File: src/rtl/axi_reg_seq_master.sv
// Single-beat AXI4 register-access master: runs write / read-check commands over a
// fully handshaked crossbar slave port and reports completion, errors and timeouts.
module axi_reg_seq_master #(
  parameter int unsigned AXI_ADDR_WIDTH = 64,
  parameter int unsigned AXI_DATA_WIDTH = 64,
  parameter int unsigned AXI_ID_WIDTH   = 4,
  parameter int unsigned AXI_ID         = 0,
  parameter int unsigned TIMEOUT_CYCLES = 256,
  parameter int unsigned GAP_CYCLES     = 0,
  localparam int unsigned STRB_W        = AXI_DATA_WIDTH / 8
) (
  input  logic                      clk_i,
  input  logic                      rst_ni,
  input  logic                      cmd_valid_i,
  output logic                      cmd_ready_o,
  input  logic                      cmd_we_i,
  input  logic [AXI_ADDR_WIDTH-1:0] cmd_addr_i,
  input  logic [2:0]                cmd_size_i,
  input  logic [AXI_DATA_WIDTH-1:0] cmd_wdata_i,
  input  logic [STRB_W-1:0]         cmd_strb_i,
  input  logic [AXI_DATA_WIDTH-1:0] cmd_rmask_i,
  output logic                      aw_valid_o,
  input  logic                      aw_ready_i,
  output logic [AXI_ADDR_WIDTH-1:0] aw_addr_o,
  output logic [AXI_ID_WIDTH-1:0]   aw_id_o,
  output logic [2:0]                aw_size_o,
  output logic [7:0]                aw_len_o,
  output logic [1:0]                aw_burst_o,
  output logic                      w_valid_o,
  input  logic                      w_ready_i,
  output logic [AXI_DATA_WIDTH-1:0] w_data_o,
  output logic [STRB_W-1:0]         w_strb_o,
  output logic                      w_last_o,
  input  logic                      b_valid_i,
  output logic                      b_ready_o,
  input  logic [1:0]                b_resp_i,
  input  logic [AXI_ID_WIDTH-1:0]   b_id_i,
  output logic                      ar_valid_o,
  input  logic                      ar_ready_i,
  output logic [AXI_ADDR_WIDTH-1:0] ar_addr_o,
  output logic [AXI_ID_WIDTH-1:0]   ar_id_o,
  output logic [2:0]                ar_size_o,
  output logic [7:0]                ar_len_o,
  output logic [1:0]                ar_burst_o,
  input  logic                      r_valid_i,
  output logic                      r_ready_o,
  input  logic [AXI_DATA_WIDTH-1:0] r_data_i,
  input  logic [1:0]                r_resp_i,
  input  logic [AXI_ID_WIDTH-1:0]   r_id_i,
  input  logic                      r_last_i,
  output logic                      busy_o,
  output logic                      done_o,
  output logic                      err_o,
  output logic                      timeout_o,
  input  logic                      err_clear_i,
  output logic [31:0]               txn_count_o,
  output logic [15:0]               err_count_o
);

  localparam logic [AXI_ID_WIDTH-1:0] IdVal    = AXI_ID_WIDTH'(AXI_ID);
  localparam logic [31:0]             TmoLimit = 32'(TIMEOUT_CYCLES);
  localparam logic [31:0]             GapLimit = 32'(GAP_CYCLES);

  typedef enum logic [2:0] {
    StIdle, StWrite, StWresp, StRaddr, StRdata, StDone, StGap, StHalt
  } state_e;

  state_e                    r_state, w_state_nxt;
  logic [AXI_ADDR_WIDTH-1:0] r_addr;
  logic [2:0]                r_size;
  logic [AXI_DATA_WIDTH-1:0] r_wdata;
  logic [STRB_W-1:0]         r_strb;
  logic [AXI_DATA_WIDTH-1:0] r_rmask;
  logic                      r_aw_valid, w_aw_valid_nxt;
  logic                      r_w_valid, w_w_valid_nxt;
  logic                      r_ar_valid, w_ar_valid_nxt;
  logic                      r_cmd_err, w_cmd_err_nxt;
  logic                      r_err, w_err_nxt;
  logic                      r_timeout, w_timeout_nxt;
  logic [31:0]               r_txn_count, w_txn_count_nxt;
  logic [15:0]               r_err_count, w_err_count_nxt;
  logic [31:0]               r_tmo_cnt, w_tmo_cnt_nxt;
  logic [31:0]               r_gap_cnt, w_gap_cnt_nxt;

  logic w_accept;
  logic w_active;
  logic w_complete;
  logic w_set_err;
  logic w_rd_mismatch;

  assign w_accept      = cmd_valid_i && (r_state == StIdle);
  assign w_active      = (r_state == StWrite) || (r_state == StWresp) ||
                         (r_state == StRaddr) || (r_state == StRdata);
  assign w_rd_mismatch = |((r_data_i ^ r_wdata) & r_rmask);

  always_comb begin
    w_state_nxt    = r_state;
    w_aw_valid_nxt = r_aw_valid;
    w_w_valid_nxt  = r_w_valid;
    w_ar_valid_nxt = r_ar_valid;
    w_cmd_err_nxt  = r_cmd_err;
    w_tmo_cnt_nxt  = r_tmo_cnt;
    w_gap_cnt_nxt  = r_gap_cnt;
    w_timeout_nxt  = r_timeout;
    w_complete     = 1'b0;
    w_set_err      = 1'b0;

    unique case (r_state)
      StIdle: begin
        if (w_accept) begin
          w_cmd_err_nxt = 1'b0;
          w_tmo_cnt_nxt = '0;
          if (cmd_we_i) begin
            w_state_nxt    = StWrite;
            w_aw_valid_nxt = 1'b1;
            w_w_valid_nxt  = 1'b1;
          end else begin
            w_state_nxt    = StRaddr;
            w_ar_valid_nxt = 1'b1;
          end
        end
      end
      StWrite: begin
        w_aw_valid_nxt = r_aw_valid && !aw_ready_i;
        w_w_valid_nxt  = r_w_valid && !w_ready_i;
        if (!w_aw_valid_nxt && !w_w_valid_nxt) w_state_nxt = StWresp;
      end
      StWresp: begin
        if (b_valid_i) begin
          w_complete  = 1'b1;
          w_state_nxt = StDone;
          if ((b_resp_i != 2'b00) || (b_id_i != IdVal)) w_cmd_err_nxt = 1'b1;
        end
      end
      StRaddr: begin
        if (ar_ready_i) begin
          w_ar_valid_nxt = 1'b0;
          w_state_nxt    = StRdata;
        end
      end
      StRdata: begin
        if (r_valid_i) begin
          w_complete  = 1'b1;
          w_state_nxt = StDone;
          if ((r_resp_i != 2'b00) || (r_id_i != IdVal) || !r_last_i || w_rd_mismatch) begin
            w_cmd_err_nxt = 1'b1;
          end
        end
      end
      StDone: begin
        w_set_err     = r_cmd_err;
        w_gap_cnt_nxt = '0;
        w_state_nxt   = (GAP_CYCLES > 0) ? StGap : StIdle;
      end
      StGap: begin
        if (r_gap_cnt + 32'd1 >= GapLimit) w_state_nxt = StIdle;
        else                               w_gap_cnt_nxt = r_gap_cnt + 32'd1;
      end
      StHalt: begin
        // Outstanding valids may still complete their handshake; nothing new is issued.
        w_aw_valid_nxt = r_aw_valid && !aw_ready_i;
        w_w_valid_nxt  = r_w_valid && !w_ready_i;
        w_ar_valid_nxt = r_ar_valid && !ar_ready_i;
      end
      default: w_state_nxt = StIdle;
    endcase

    // A response handshake landing on the limit cycle still counts as completion.
    if (w_active && (TIMEOUT_CYCLES != 0)) begin
      w_tmo_cnt_nxt = r_tmo_cnt + 32'd1;
      if (!w_complete && (w_tmo_cnt_nxt == TmoLimit)) begin
        w_state_nxt   = StHalt;
        w_timeout_nxt = 1'b1;
        w_set_err     = 1'b1;
      end
    end
  end

  always_comb begin
    w_txn_count_nxt = (r_state == StDone) ? r_txn_count + 32'd1 : r_txn_count;
    w_err_count_nxt = err_clear_i ? 16'h0 : r_err_count;
    if (w_set_err && (w_err_count_nxt != 16'hFFFF)) w_err_count_nxt = w_err_count_nxt + 16'd1;
    w_err_nxt = w_set_err ? 1'b1 : (err_clear_i ? 1'b0 : r_err);
  end

  always_ff @(posedge clk_i or negedge rst_ni) begin
    if (!rst_ni) begin
      r_state     <= StIdle;
      r_addr      <= '0;
      r_size      <= '0;
      r_wdata     <= '0;
      r_strb      <= '0;
      r_rmask     <= '0;
      r_aw_valid  <= 1'b0;
      r_w_valid   <= 1'b0;
      r_ar_valid  <= 1'b0;
      r_cmd_err   <= 1'b0;
      r_err       <= 1'b0;
      r_timeout   <= 1'b0;
      r_txn_count <= '0;
      r_err_count <= '0;
      r_tmo_cnt   <= '0;
      r_gap_cnt   <= '0;
    end else begin
      r_state     <= w_state_nxt;
      r_aw_valid  <= w_aw_valid_nxt;
      r_w_valid   <= w_w_valid_nxt;
      r_ar_valid  <= w_ar_valid_nxt;
      r_cmd_err   <= w_cmd_err_nxt;
      r_err       <= w_err_nxt;
      r_timeout   <= w_timeout_nxt;
      r_txn_count <= w_txn_count_nxt;
      r_err_count <= w_err_count_nxt;
      r_tmo_cnt   <= w_tmo_cnt_nxt;
      r_gap_cnt   <= w_gap_cnt_nxt;
      if (w_accept) begin
        r_addr  <= cmd_addr_i;
        r_size  <= cmd_size_i;
        r_wdata <= cmd_wdata_i;
        r_strb  <= cmd_strb_i;
        r_rmask <= cmd_rmask_i;
      end
    end
  end

  assign cmd_ready_o = (r_state == StIdle);
  assign busy_o      = (r_state != StIdle);
  assign done_o      = (r_state == StDone);
  assign err_o       = r_err;
  assign timeout_o   = r_timeout;
  assign txn_count_o = r_txn_count;
  assign err_count_o = r_err_count;

  assign aw_valid_o = r_aw_valid;
  assign aw_addr_o  = r_addr;
  assign aw_id_o    = IdVal;
  assign aw_size_o  = r_size;
  assign aw_len_o   = 8'h00;
  assign aw_burst_o = 2'b01;
  assign w_valid_o  = r_w_valid;
  assign w_data_o   = r_wdata;
  assign w_strb_o   = r_strb;
  assign w_last_o   = 1'b1;
  assign b_ready_o  = (r_state == StWresp) || (r_state == StHalt);
  assign ar_valid_o = r_ar_valid;
  assign ar_addr_o  = r_addr;
  assign ar_id_o    = IdVal;
  assign ar_size_o  = r_size;
  assign ar_len_o   = 8'h00;
  assign ar_burst_o = 2'b01;
  assign r_ready_o  = (r_state == StRdata) || (r_state == StHalt);

endmodule

File: config.mk
export PLATFORM = sky130hd
export DESIGN_NAME = axi_reg_seq_master
export DESIGN_NICKNAME = d
export VERILOG_FILES = /design/src/rtl/axi_reg_seq_master.sv
export SDC_FILE = /design/constraint.sdc
export NUM_CORES = 1
export LEC_CHECK = 0
export CAP_MARGIN = 15
export CORE_AREA = 2 2 226 228
export DETAILED_ROUTE_END_ITERATION = 7
export DIE_AREA = 0 0 228 230
export GPL_TIMING_DRIVEN = 0
export PLACE_DENSITY_LB_ADDON = 0.12
export SYNTH_ARGS = -nofsm -noshare
export SYNTH_HDL_FRONTEND = slang
export SYNTH_SLANG_ARGS = --single-unit
File: constraint.sdc
create_clock -name clk_i -period 3.75 [get_ports clk_i]
set_input_delay 0.75 -clock clk_i [delete_from_list [all_inputs] [get_ports clk_i]]
set_output_delay 0.75 -clock clk_i [all_outputs]
set_load 0.02 [all_outputs]
==> results of run 1 <==
## worst reg2reg max path, cell delays in order, from the launching register on
cell and delay, ns:
dfrtp_2 0.43, ha_2 0.25, nand2_1 0.16, or3_1 0.42, a222oi_1 0.31, nand4_1 0.14, or4b_1 0.46, or4_1 0.49
buf_6 0.20, a2111oi_4 0.30, mux2_1 0.35
## layout by cell type, fill, tap and decap left out, types with 14 or more instances in the layout
cell type / Yosys / layout
dfrtp_1: 292 / 290
conb_1: 2 / 29
a21oi_1: 23 / 23
xnor2_1: 36 / 36
buf_4: 98 / 98
nor2_1: 49 / 49
nand2_1: 668 / 668
nor2b_1: 14 / 14
clkbuf_1: 60 / 62
clkbuf_16: 0 / 39
xor2_1: 81 / 81
and3_1: 19 / 19
nand3_1: 39 / 37
nand4_1: 22 / 22
clkdlybuf4s50_1: 0 / 552
o21ai_0: 51 / 51
a22oi_1: 20 / 20
## cells by family (layout without fill, tap and decap cells)
family	Yosys count	count (layout)	share of synthesized area
AND/OR/NAND/NOR	885	885	0.260
flip-flops	292	292	0.505
buffers and inverters	190	811	0.0774
AO/OA/AOI/OAI	153	153	0.0731
XOR/XNOR	117	117	0.0709
multiplexers	12	12	0.00909
adder cells (fa/ha/maj)	4	4	0.00346
other	2	38	0.000520
## registers in the layout, indices dropped and copies added, names as in the netlist, 3 cells and up
signal,flops
ar_addr_o,64
r_rmask,64
w_data_o,64
r_tmo_cnt,32
txn_count_o,32
err_count_o,16
w_strb_o,8
ar_size_o,3
r_state,3
## power breakdown
group	switching (mW)	internal [mW]	total, mW
clock network	1.45	2.38	3.83
logic	4.60	3.58	8.18
registers	0.967	4.29	5.26
total	7.02	10.2	17.3
## metal layers
layer / vias to the layer above / GRT usage / part of all wire / wire (um)
li1: 6539 / - / - / -
met1: 6476 / 0.273 / 0.41 / 24900
met2: 432 / 0.398 / 0.50 / 30700
met3: 83 / 0.0601 / 0.063 / 3860
met4: 12 / 0.0682 / 0.025 / 1540
met5: - / 0 / 0.0013 / 77
## area by class of cell
| cell class | instances | area [um2] |
|---|---|---|
| antenna | 9 | 22.5 |
| buffer | 177 | 1080 |
| clock buffer | 56 | 1140 |
| clock inverter | 12 | 169 |
| fill | 5004 | 27500 |
| inverter | 10 | 37.5 |
| multi-input combinational | 1200 | 6190 |
| sequential | 292 | 7310 |
| tap | 672 | 841 |
| timing repair buffer | 556 | 5620 |
## how the worst min path moves through the flow
stage	to	slack, ns	start	cells past startpoint
2_1_floorplan	ar_addr_o[0]	0.45	rst_ni	0
3_3_place_gp	r_rmask[22]	0.46	r_rmask[22]	2
3_5_place_dp	r_rmask[33]	0.46	r_rmask[33]	2
4_1_cts	err_count_o[3]	0.13	rst_ni	1
5_1_grt	err_count_o[3]	0.15	rst_ni	1
6_report	err_count_o[3]	0.12	rst_ni	1
## repair_timing
| action | CTS | global route |
|---|---|---|
| pin swaps | 0 | 1 |
| resized for setup | 1 | 19 |
| endpoints found under the setup margin | 2 | 29 |
==> impl_metrics.tcl, run 1 <==
set metrics [dict create \
    postCtsSetupBuffers 0 \
    insertion_delay_ns 0.55 \
    syn_to_final_growth_pct 55.0 \
    cp-start-kind "flop" \
    yosys.cell_count.top_type "nand2_1" \
    first_iter_violations 845 \
    synth_edf_count 0 \
    seq_area_frac_synth 0.505 \
    drive_above_1_share 0.0925 \
    worstHoldPathType "in2async" \
    setup_tns_ns 0 \
    synth_top_area_share 0.505 \
    power_density_nw_per_um2 770 \
    required_ns 4.17 \
    worstMarginPinSlew_ns 0.930 \
    critPathMaxFanout 10 \
    setup_slack_ns 0.130 \
    cp-end-kind "flop" \
    hold_ws_ns 0.121 \
    die_w_um 228 \
    synthCells 1655 \
    syn_avg_cell_area_um2 8.73 \
    r2r_setup_slack_ns 0.13 \
    ios 583 \
    die-area_um2 52400 \
    dpl-instance-area_um2 21000 \
    place_congestion 0.881 \
    ys.flop_type "dfrtp_1" \
    crit-reg2reg-launch "r_tmo_cnt[0]" \
    ys_ff_latch 292 \
    startpoint "r_tmo_cnt[0]" \
    final_cell_count_no_fill 2984 \
    slew_violations 0 \
    vias 13500 \
    crit_arrival_ns 4.04 \
    syn-cell-area_um2 14500 \
    overflow 0 \
    period_share 0.965 \
    run_status "finished, final reports clean" \
    clock_skew_ns 0.00999 \
    final_nets 2568 \
    yosysTopAreaCell "dfrtp_1" \
    setup_violations 0 \
    power_leakage_nw 10.4 \
    clockRootBuffer "clkbuf_16" \
    track_usage 0.227 \
    wl_um 61100 \
    yosysUniqueCellTypes 60 \
    hold_viol 0 \
    cp_slowest_cell "or4_1" \
    ff2ff_path_depth 10 \
    synth_area_leaders "dfrtp_1 51%, nand2_1 17%, buf_4 5.1%, xor2_1 4.9%, xnor2_1 2.2%" \
    cts_max_path_buffers 3 \
    max-cap-violations 0 \
    portBuffers 553 \
    htree_levels 2 \
    cp.depth 10 \
    drt_pre_antenna_iters 6 \
    synth_top_cells_by_count "668 x nand2_1, 292 x dfrtp_1, 98 x buf_4, 81 x xor2_1, 60 x clkbuf_1" \
    ant_nets 0 \
    grt_pass1_wl_um 88700 \
    path_clk_slew_ns 0.05 \
    critPathTopFamily "simple AND/OR/NAND/NOR gates" \
    core_um2 49900 \
    start_util 0.290 \
    setup.worst_path.class "reg2reg" \
    ir_worst_vdd_v 0.000373 \
    rows 82 \
    avgRoutedWirePerCell_um 20.5 \
    r2r-end "err_count_o[13]" \
    die_h_um 230 \
    crit_buf_inv 1 \
    final_area_um2 22400 \
    clkSinkCount 292 \
    antenna_found_initial 15 \
    fin_util 0.449 \
    via_per_inst 4.54 \
    fin_crit_ns 3.62 \
    path_cells "ha_2, nand2_1, or3_1, a222oi_1, nand4_1, or4b_1, or4_1, buf_6, a2111oi_4, mux2_1" \
    post-place-ws_ns -0.535 \
    hpwlAfterDp_um 47400 \
    yosys_warnings 0 \
    dp.cells 2910 \
    grt_max_degree 92 \
    cts-hold-fix-buffers 0 \
    max_freq_mhz 276 \
    tritoncts "yes" \
    cpPeakStageDelay_ns 0.49 \
    timing.slew.headroom 0.380 \
    grt_pass1_vias 13400 \
    endpoint "err_count_o[13]" \
    numCtsBuffers 37 \
    p_total_mw 17.3 \
    synthArstFlopShare 1.00 \
    drc_errors 0 \
]
No activity file was read; power rests on OpenSTA's default activity.
==> run 2: changes to the inputs <==
Settings changed: GPL_ROUTABILITY_DRIVEN set to 0, RECOVER_POWER set to 100.
==> run 2 against run 1 <==
Compared with the run above:
- the flow now finishes with violations (max-capacitance violations, max-slew violations)
- critical path depth unchanged
- worst setup slack better by 0.0022 ns
- first-iteration DRC count is 2.5% higher
- die area unchanged
- cell count is essentially flat
- global-route usage stayed put
- combinational power decreased by 5.0%
- design area is essentially flat
- critical path type unchanged
- critical endpoint unchanged
- largest cell class unchanged
==> impl_metrics.tcl, run 2 (synthesis gave the netlist of run 1 again) <==
set metrics [dict create \
    hold_viol 0 \
    postCtsSetupBuffers 0 \
    path_clk_slew_ns 0.06 \
    die_w_um 228 \
    syn_to_final_growth_pct 55.0 \
    worstHoldPathType "reg2reg" \
    final_cell_count_no_fill 2985 \
    clockRootBuffer "clkbuf_16" \
    power_leakage_nw 10.9 \
    overflow 0 \
    wl_um 61000 \
    final_nets 2568 \
    path_cells "ha_2, nand2_1, or3_1, a222oi_1, nand4_1, or4b_1, or4_1, buf_6, a2111oi_4, mux2_1" \
    cts-hold-fix-buffers 0 \
    required_ns 4.17 \
    violations "max-capacitance violations, max-slew violations" \
    core_um2 49900 \
    rows 82 \
    hpwlAfterDp_um 47400 \
    fin_crit_ns 3.62 \
    mostFrequentLayoutCell "nand2_1" \
    setup.worst_path.class "reg2reg" \
    cp_slowest_cell "or4_1" \
    cp-end-kind "flop" \
    via_per_inst 4.55 \
    grt_max_degree 92 \
    period_share 0.965 \
    p_total_mw 16.8 \
    vias 13600 \
    numCtsBuffers 37 \
    slew_violations 63 \
    crit_arrival_ns 4.04 \
    dp.cells 2910 \
    drc_errors 0 \
    insertion_delay_ns 0.55 \
    ios 583 \
    drive_above_1_share 0.0921 \
    antenna_found_initial 15 \
    layout_common_cells "668 x nand2_1, 290 x dfrtp_1, 289 x clkdlybuf4s50_1" \
    track_usage 0.227 \
    critPathMaxFanout 10 \
    first_iter_violations 866 \
    ir_worst_vdd_v 0.000373 \
    die-area_um2 52400 \
    avgRoutedWirePerCell_um 20.4 \
    timing.slew.headroom -0.984 \
    clkSinkCount 292 \
    ant_nets 0 \
    setup_tns_ns 0 \
    run_status "finished, violations left" \
    cts_max_path_buffers 3 \
    grt_pass1_vias 13400 \
    clock_skew_ns 0.00995 \
    start_util 0.290 \
    drt_pre_antenna_iters 7 \
    cpPeakStageDelay_ns 0.49 \
    max-cap-violations 1 \
    die_h_um 230 \
    cp-start-kind "flop" \
    grt_pass1_wl_um 88700 \
    portBuffers 553 \
    setup_violations 0 \
    htree_levels 2 \
    power_density_nw_per_um2 751 \
    max_freq_mhz 276 \
    tritoncts "yes" \
    worstMarginPinSlew_ns 2.98 \
]
[run 2: timing repair]
action / CTS / global route
gates resized for setup: 1 / 19
endpoints found under the setup margin: 2 / 29
hold endpoints to repair: 0 / 0
pin swaps: 0 / 1
[run 2: stage by stage]
stage	area (um2)	util	hold slack (ns)	setup slack, ns
2_1_floorplan	14600	-	0.446	0.444
3_3_place_gp	20900	0.420	0.459	-12.06
3_5_place_dp	21000	0.422	0.463	-0.535
4_1_cts	22300	0.448	0.129	0.0452
5_1_grt	22400	0.449	0.493	-0.00338
6_report	22400	0.449	0.462	0.132
[run 2: per-layer routing]
metal,part of all wire,GRT usage,wire (um)
met4,0.026,0.0682,1570
met3,0.061,0.0601,3720
met5,0.0013,0,77
met2,0.50,0.398,30700
met1,0.41,0.273,24900
[run 2: path summary, 6_finish.rpt]
kind / depth (start not counted) / from / endpoint / slack, ns
setup / recovery: 10 / r_tmo_cnt[0] / err_count_o[13] / 0.13
hold / removal: 1 / txn_count_o[31] / txn_count_o[31] / 0.46
min in group asynchronous: 1 / rst_ni / err_count_o[3] / 1.28
setup reg to reg: 10 / r_tmo_cnt[0] / err_count_o[13] / 0.13
hold reg to reg: 1 / txn_count_o[31] / txn_count_o[31] / 0.46
max in group asynchronous: 3 / rst_ni / ar_addr_o[24] / 0.58
[run 2: worst max-delay path: cells and delay by family (launching register included)]
kind	cells	cell delay [ns]
buf+inv	1	0.20
mux	1	0.35
fa+ha+maj	1	0.24
compound gates	2	0.61
flops	1	0.43
simple gates	5	1.66
[run 2: final cells by class]
cell class | count | area (um2)
timing repair buffer | 556 | 5610
tap | 672 | 841
fill | 5005 | 27500
clock buffer | 56 | 1140
buffer | 177 | 1080
inverter | 10 | 37.5
multi-input combinational | 1200 | 6190
sequential | 292 | 7310
clock inverter | 12 | 169
antenna | 10 | 25.0
[run 2: power breakdown]
part | internal, mW | total (mW) | switching (mW)
Sequential | 4.29 | 5.22 | 0.934
Combinational | 3.19 | 7.77 | 4.58
Clock | 2.38 | 3.83 | 1.45
Total | 9.85 | 16.8 | 6.97
